--- src/rtl/down_count_timer_if.sv ---
// down_count_timer_if: control and status bundle for down_count_timer.
//   load       : load request, sampled with load_value on the rising edge
//   load_value : countdown start value (WIDTH bits)
//   en         : count enable
//   count      : current counter value (registered)
//   busy       : high while counting
//   zero       : high when count == 0 (decoded from the count register)
//   done       : one-cycle pulse after the terminal edge
// The master modport is the controlling side. The slave modport is the timer.
interface down_count_timer_if #(
  parameter int WIDTH = 4
);
  logic             load;
  logic [WIDTH-1:0] load_value;
  logic             en;
  logic [WIDTH-1:0] count;
  logic             busy;
  logic             zero;
  logic             done;

  modport master (
    output load, load_value, en,
    input  count, busy, zero, done
  );

  modport slave (
    input  load, load_value, en,
    output count, busy, zero, done
  );
endinterface

--- src/rtl/down_count_timer.sv ---
// down_count_timer: loadable, enable-gated synchronous down counter.
// It drives a one-cycle done pulse when the count reaches its terminal value.
//
// Ports:
//   clk   : clock. All state changes on the rising edge.
//   reset : synchronous, active-high reset.
//   bus   : down_count_timer_if.slave carrying load, load_value, en,
//           count, busy, zero and done.
//
// Build option:
//   DOWN_COUNT_TIMER_AUTO_RELOAD_EN
//     undefined : one-shot mode. The terminal edge clears count and the
//                 timer parks in DONE until the next load.
//     defined   : periodic mode. The terminal edge restores the last loaded
//                 value and the timer stays in RUN.
module down_count_timer #(
  parameter int WIDTH = 4
) (
  input  logic                  clk,
  input  logic                  reset,
  down_count_timer_if.slave     bus
);

  localparam logic [1:0] IDLE = 2'd0;
  localparam logic [1:0] RUN  = 2'd1;
  localparam logic [1:0] DONE = 2'd2;

  localparam logic [WIDTH-1:0] ONE = {{(WIDTH-1){1'b0}}, 1'b1};

  logic [1:0]       state_reg,  state_next;
  logic [WIDTH-1:0] count_reg,  count_next;
  logic [WIDTH-1:0] reload_reg, reload_next;
  logic             done_reg,   done_next;
  logic             terminal;

  // The terminal edge is an enabled edge in RUN with count at 1. A load on
  // the same edge still lets the pulse through.
  assign terminal = (state_reg == RUN) && bus.en && (count_reg == ONE);

  always_comb begin
    state_next  = state_reg;
    count_next  = count_reg;
    reload_next = reload_reg;
    done_next   = terminal;

    if (bus.load) begin
      count_next  = bus.load_value;
      reload_next = bus.load_value;
      state_next  = (bus.load_value != '0) ? RUN : IDLE;
    end else if ((state_reg == RUN) && bus.en) begin
      if (terminal) begin
`ifdef DOWN_COUNT_TIMER_AUTO_RELOAD_EN
        count_next = reload_reg;
        state_next = RUN;
`else
        count_next = '0;
        state_next = DONE;
`endif
      end else begin
        count_next = count_reg - ONE;
      end
    end
  end

  always_ff @(posedge clk) begin
    if (reset) begin
      state_reg  <= IDLE;
      count_reg  <= '0;
      reload_reg <= '0;
      done_reg   <= 1'b0;
    end else begin
      state_reg  <= state_next;
      count_reg  <= count_next;
      reload_reg <= reload_next;
      done_reg   <= done_next;
    end
  end

  assign bus.count = count_reg;
  assign bus.busy  = (state_reg == RUN);
  assign bus.zero  = (count_reg == '0);
  assign bus.done  = done_reg;

endmodule

--- src/flat_wrapper.sv ---
// flat-port wrapper written by rule: the top's interface ports become plain ports
module down_count_timer_flat 
#(
  parameter int WIDTH = 4
)
  (clk, reset, bus_load, bus_load_value, bus_en, bus_count, bus_busy, bus_zero, bus_done);
  down_count_timer_if #(.WIDTH(WIDTH)) bus_i ();
  input  logic clk;
  input  logic reset;
  input wire logic [$bits(bus_i.load)-1:0] bus_load;
  input wire logic [$bits(bus_i.load_value)-1:0] bus_load_value;
  input wire logic [$bits(bus_i.en)-1:0] bus_en;
  output wire logic [$bits(bus_i.count)-1:0] bus_count;
  output wire logic [$bits(bus_i.busy)-1:0] bus_busy;
  output wire logic [$bits(bus_i.zero)-1:0] bus_zero;
  output wire logic [$bits(bus_i.done)-1:0] bus_done;
  assign bus_i.load = bus_load;
  assign bus_i.load_value = bus_load_value;
  assign bus_i.en = bus_en;
  assign bus_count = bus_i.count;
  assign bus_busy = bus_i.busy;
  assign bus_zero = bus_i.zero;
  assign bus_done = bus_i.done;
  down_count_timer #(.WIDTH(WIDTH)) u_core (.clk(clk), .reset(reset), .bus(bus_i));
endmodule
--- config.mk ---
export PLATFORM = sky130hd
export DESIGN_NAME = down_count_timer_flat
export DESIGN_NICKNAME = d
export VERILOG_FILES = /design/src/rtl/down_count_timer_if.sv /design/src/rtl/down_count_timer.sv /design/src/flat_wrapper.sv
export SDC_FILE = /design/constraint.sdc
export NUM_CORES = 1
export LEC_CHECK = 0
export BUFFER_PORTS_ARGS = -buffer_cell sky130_fd_sc_hd__buf_2
export CAP_MARGIN = 10
export CORE_MARGIN = 4
export CORE_UTILIZATION = 30
export DETAILED_ROUTE_END_ITERATION = 6
export GPL_TIMING_DRIVEN = 0
export PLACE_DENSITY = 0.56
export REMOVE_ABC_BUFFERS = 1
export SLEW_MARGIN = 20
export SYNTH_ARGS = -nofsm -noshare
export SYNTH_HDL_FRONTEND = slang
export SYNTH_SLANG_ARGS = --single-unit
--- constraint.sdc ---
create_clock -name clk -period 1.25 [get_ports clk]
set_input_delay 0.25 -clock clk [delete_from_list [all_inputs] [get_ports clk]]
set_output_delay 0.25 -clock clk [all_outputs]
set_load 0.005 [all_outputs]
==> flow_summary_export.csv <==
group,metric,value,unit
status,outcome,"finished, violations left",
status,violations,"negative setup slack",
drt,postRouteAntennaNets,0,
pwr,vdd_drop_max,0.585,mV
synth,syn_avg_cell_area,10.3,sq um
grt,antenna_found_initial,0,
placement,place.gp.congestion,0.735,
sta,slew_headroom,0.819,
clock_tree,htreeDepth,1,
drt,vias_per_cell,5.14,
critical_path,worstSetupEndpointType,"output pin",
synth,yosys.area_share.simple,0.275,
placement,place_hpwl,740,um
clock_tree,clk_pin_slew_worst_paths,50,ps
grt,gr-total-overflow,0,
clock_tree,clock-root-buffer,"clkbuf_4",
sta,layout_min_cycle_time,1310,ps
grt,grt_max_degree,10,
synth,synth-seq-area-share,0.325,
critical_path,slowest_stage,"dfxtp_4",
pwr,powerDensity,1000,nW/um^2
synth,synth_edf_count,0,
drt,drtPass1Iterations,4,
sta,rsz0062_at_grt,"true",
layout,syn2layout_area_growth,44.6,%
clock_tree,cts_buffers,3,
critical_path,max_stage_delay,370,ps
synth,yosysWarnings,0,
floorplanning,die_area,2110,sq um
floorplanning,fp.dieW,45.9,um
synth,syn-cell-area,432,sq um
clock_tree,cts_num_sinks,7,
critical_path,worstPathMaxFanout,4,
clock_tree,cts_buffer_depth,2,
synth,yosysMostFrequentCell,"dfxtp_1",
layout,final_nets,76,
grt,grt_pass1_vias,403,
sta,tightestPinTransition,268,ps
synth,muxShareOfSynthArea,0.0348,
layout,largest_reg_flops,4,
sta,hold_violations,0,
layout,antenna_cells,0,
sta,final.period_utilization,1.05,
critical_path,crit_arrival,1060,ps
drt,postRouteWirelength,1080,um
synth,synthDistinctLibCells,27,
drt,drtIter0Drc,6,
sta,hold_ws,260,ps
grt,grt_pass1_wl,1700,um
synth,synth_compound_area_frac,0.186,
synth,synth_top_family_by_area,"simple AND/OR/NAND/NOR gates",
drt,vias,406,
run,cap_violations,0,
clock_tree,clock_latency,250,ps
grt,grt_usage,0.115,
layout,drive_gt1_frac,0.625,
critical_path,worstPathCellList,"inv_4 > ha_4 > nor3b_2 > buf_2",
critical_path,start_kind,"register",
pwr,p_int,0.000445,W
pwr,swShare,0.286,
sta,fmaxAchievable,0.765,GHz
synth,synthTopCellsByArea,"dfxtp_1 32%, ha_1 8.7%, nand3b_4 4.6%, o32ai_1 4.1%, mux2_4 3.5%",
worst_hold_path,hold_class,"in2reg",
pwr,switchingPower,0.000179,W
floorplanning,row_count,13,
sta,slew_viol_final,0,
sta,fin_worst_skew,4.43,ps
floorplanning,die_h,45.9,um
pwr,power_frac_clock,0.336,
drt,wl_per_cell,13.7,um
synth,synthFlopType,"dfxtp_1",
pwr,seq_power_share,0.408,
sta,setup_slack,-57.0,ps
synth,synth_seq_cells,7,
synth,synth_area_leader_cell,"dfxtp_1",
clock_tree,cts_tree,"yes",
synth,synthXorXnorAreaFrac,0.0406,
placement,io_buffers,14,
layout,filler_cell_count,139,
floorplanning,initial_core_util,0.324,
synth,synth_fa_ha_area_frac,0.0870,
floorplanning,core,1330,sq um
drt,drc_errors,0,
pwr,p_leak,0.290,nW
floorplanning,ioPinCount,15,
critical_path,required,1000,ps
synth,synthArstFlopShare,0,
synth,syn_inst,42,
layout,fin_util,0.468,
pwr,p_total,0.000624,W
sta,setup_viol,3,
synth,synth_top_area_share,0.325,
sta,fin_tns_setup,-108,ps
critical_path,criticalPathCategory,"reg2out",
pwr,p_comb_frac,0.256,
synth,synth_common_cells,"7 x dfxtp_1, 3 x ha_1, 3 x inv_1",
-- final cells by class --
cell class                      instances  area (sq um)  area share
Multi-Input combinational cell         31           309       0.495
Timing Repair Buffer                   19           108       0.172
Tap cell                               15          18.8      0.0301
Sequential cell                         7           146       0.234
Clock buffer                            4          26.3      0.0421
Inverter                                3          16.3      0.0261
-- routing by layer --
| metal | wire, um | global-route usage | vias to the layer above |
|---|---|---|---|
| li1 | - | - | 201 |
| met1 | 501 | 0.143 | 191 |
| met2 | 509 | 0.179 | 12 |
| met3 | 69 | 0.0237 | 2 |
| met4 | 4 | 0.0682 | 0 |
| met5 | 0 | 0 | - |
-- cells in the final DEF (no fill, tap or decap) --
cell,Yosys,routed
nor2b_1,2,2
inv_4,0,2
dfxtp_2,0,2
buf_4,0,5
mux2_4,1,1
nand3_2,0,1
clkbuf_1,0,1
nor2_4,1,1
xnor2_1,1,1
o22ai_2,1,1
nand4_1,1,1
xor2_1,1,1
o32ai_1,2,1
ha_4,0,1
or3b_4,1,1
nor3_1,2,2
dfxtp_1,7,4
ha_1,3,2
dfxtp_4,0,1
or2_4,1,1
inv_1,3,1
clkbuf_4,0,3
o21ba_1,1,1
nand3b_4,1,1
buf_2,0,14
o21ai_2,0,1
nand2_1,2,2
a221oi_2,0,1
o41ai_1,1,1
o32ai_2,0,1
and2b_4,1,1
nor3b_2,0,1
nand4b_1,1,1
a22oi_1,1,1
a21oi_1,2,2
-- repair_timing --
item / CTS / global route
pin swaps: 4 / 1
hold endpoints to repair: 0 / 0
gates resized for setup: 11 / 4
setup buffers: 5 / 0
gates cloned: 0 / 0
hold buffers: 0 / 0
setup endpoints to repair: 7 / 7
-- stage by stage --
step | worst slack, ps | cell area (sq um) | cells
4_1_cts | -60.4 | 611 | 79
3_3_place_gp | -98.8 | 509 | 70
5_1_grt | -130 | 624 | 79
6_report | -57.0 | 624 | 79
3_5_place_dp | -92.5 | 509 | 70
2_1_floorplan | -10.5 | 420 | 41
-- critical path, delay by kind of cell (launching register included) --
kind	cells	cell delay (ps)
adder cells (fa/ha/maj)	1	140
buffers and inverters	2	160
flip-flops	1	370
AND/OR/NAND/NOR	1	140
-- cell families after synthesis --
family                     after synthesis
adders and majority gates                3
muxes                                    1
DFF                                      7
buffers and inverters                    4
and+or+nand+nor                         15
AOI/OAI and AO/OA                       10
xor gates and xnor gates                 2
-- power groups by stage --
stage | clock, W | combinational, W | sequential [W]
after floorplan | 0 | 0.0000736 | 0.000254
after global placement | 0 | 0.000122 | 0.000256
after detailed placement | 0 | 0.000122 | 0.000256
after CTS | 0.000213 | 0.000153 | 0.000253
after global routing | 0.000235 | 0.000177 | 0.000257
final | 0.000210 | 0.000160 | 0.000255
-- worst paths after layout --
path	start	endpoint	slack (ps)	depth (start not counted)
setup reg to reg	u_core.bus.count[1]$_SDFFE_PP0P_	u_core.bus.count[0]$_SDFFE_PP0P_	-30	5
hold reg to reg	u_core.state_reg[1]$_SDFFE_PP0P_	u_core.state_reg[1]$_SDFFE_PP0P_	520	1
hold / removal	reset	u_core.bus.count[0]$_SDFFE_PP0P_	260	2
setup / recovery	u_core.bus.count[0]$_SDFFE_PP0P_	bus_zero	-60	4
No activity file was read; power rests on OpenSTA's default activity.
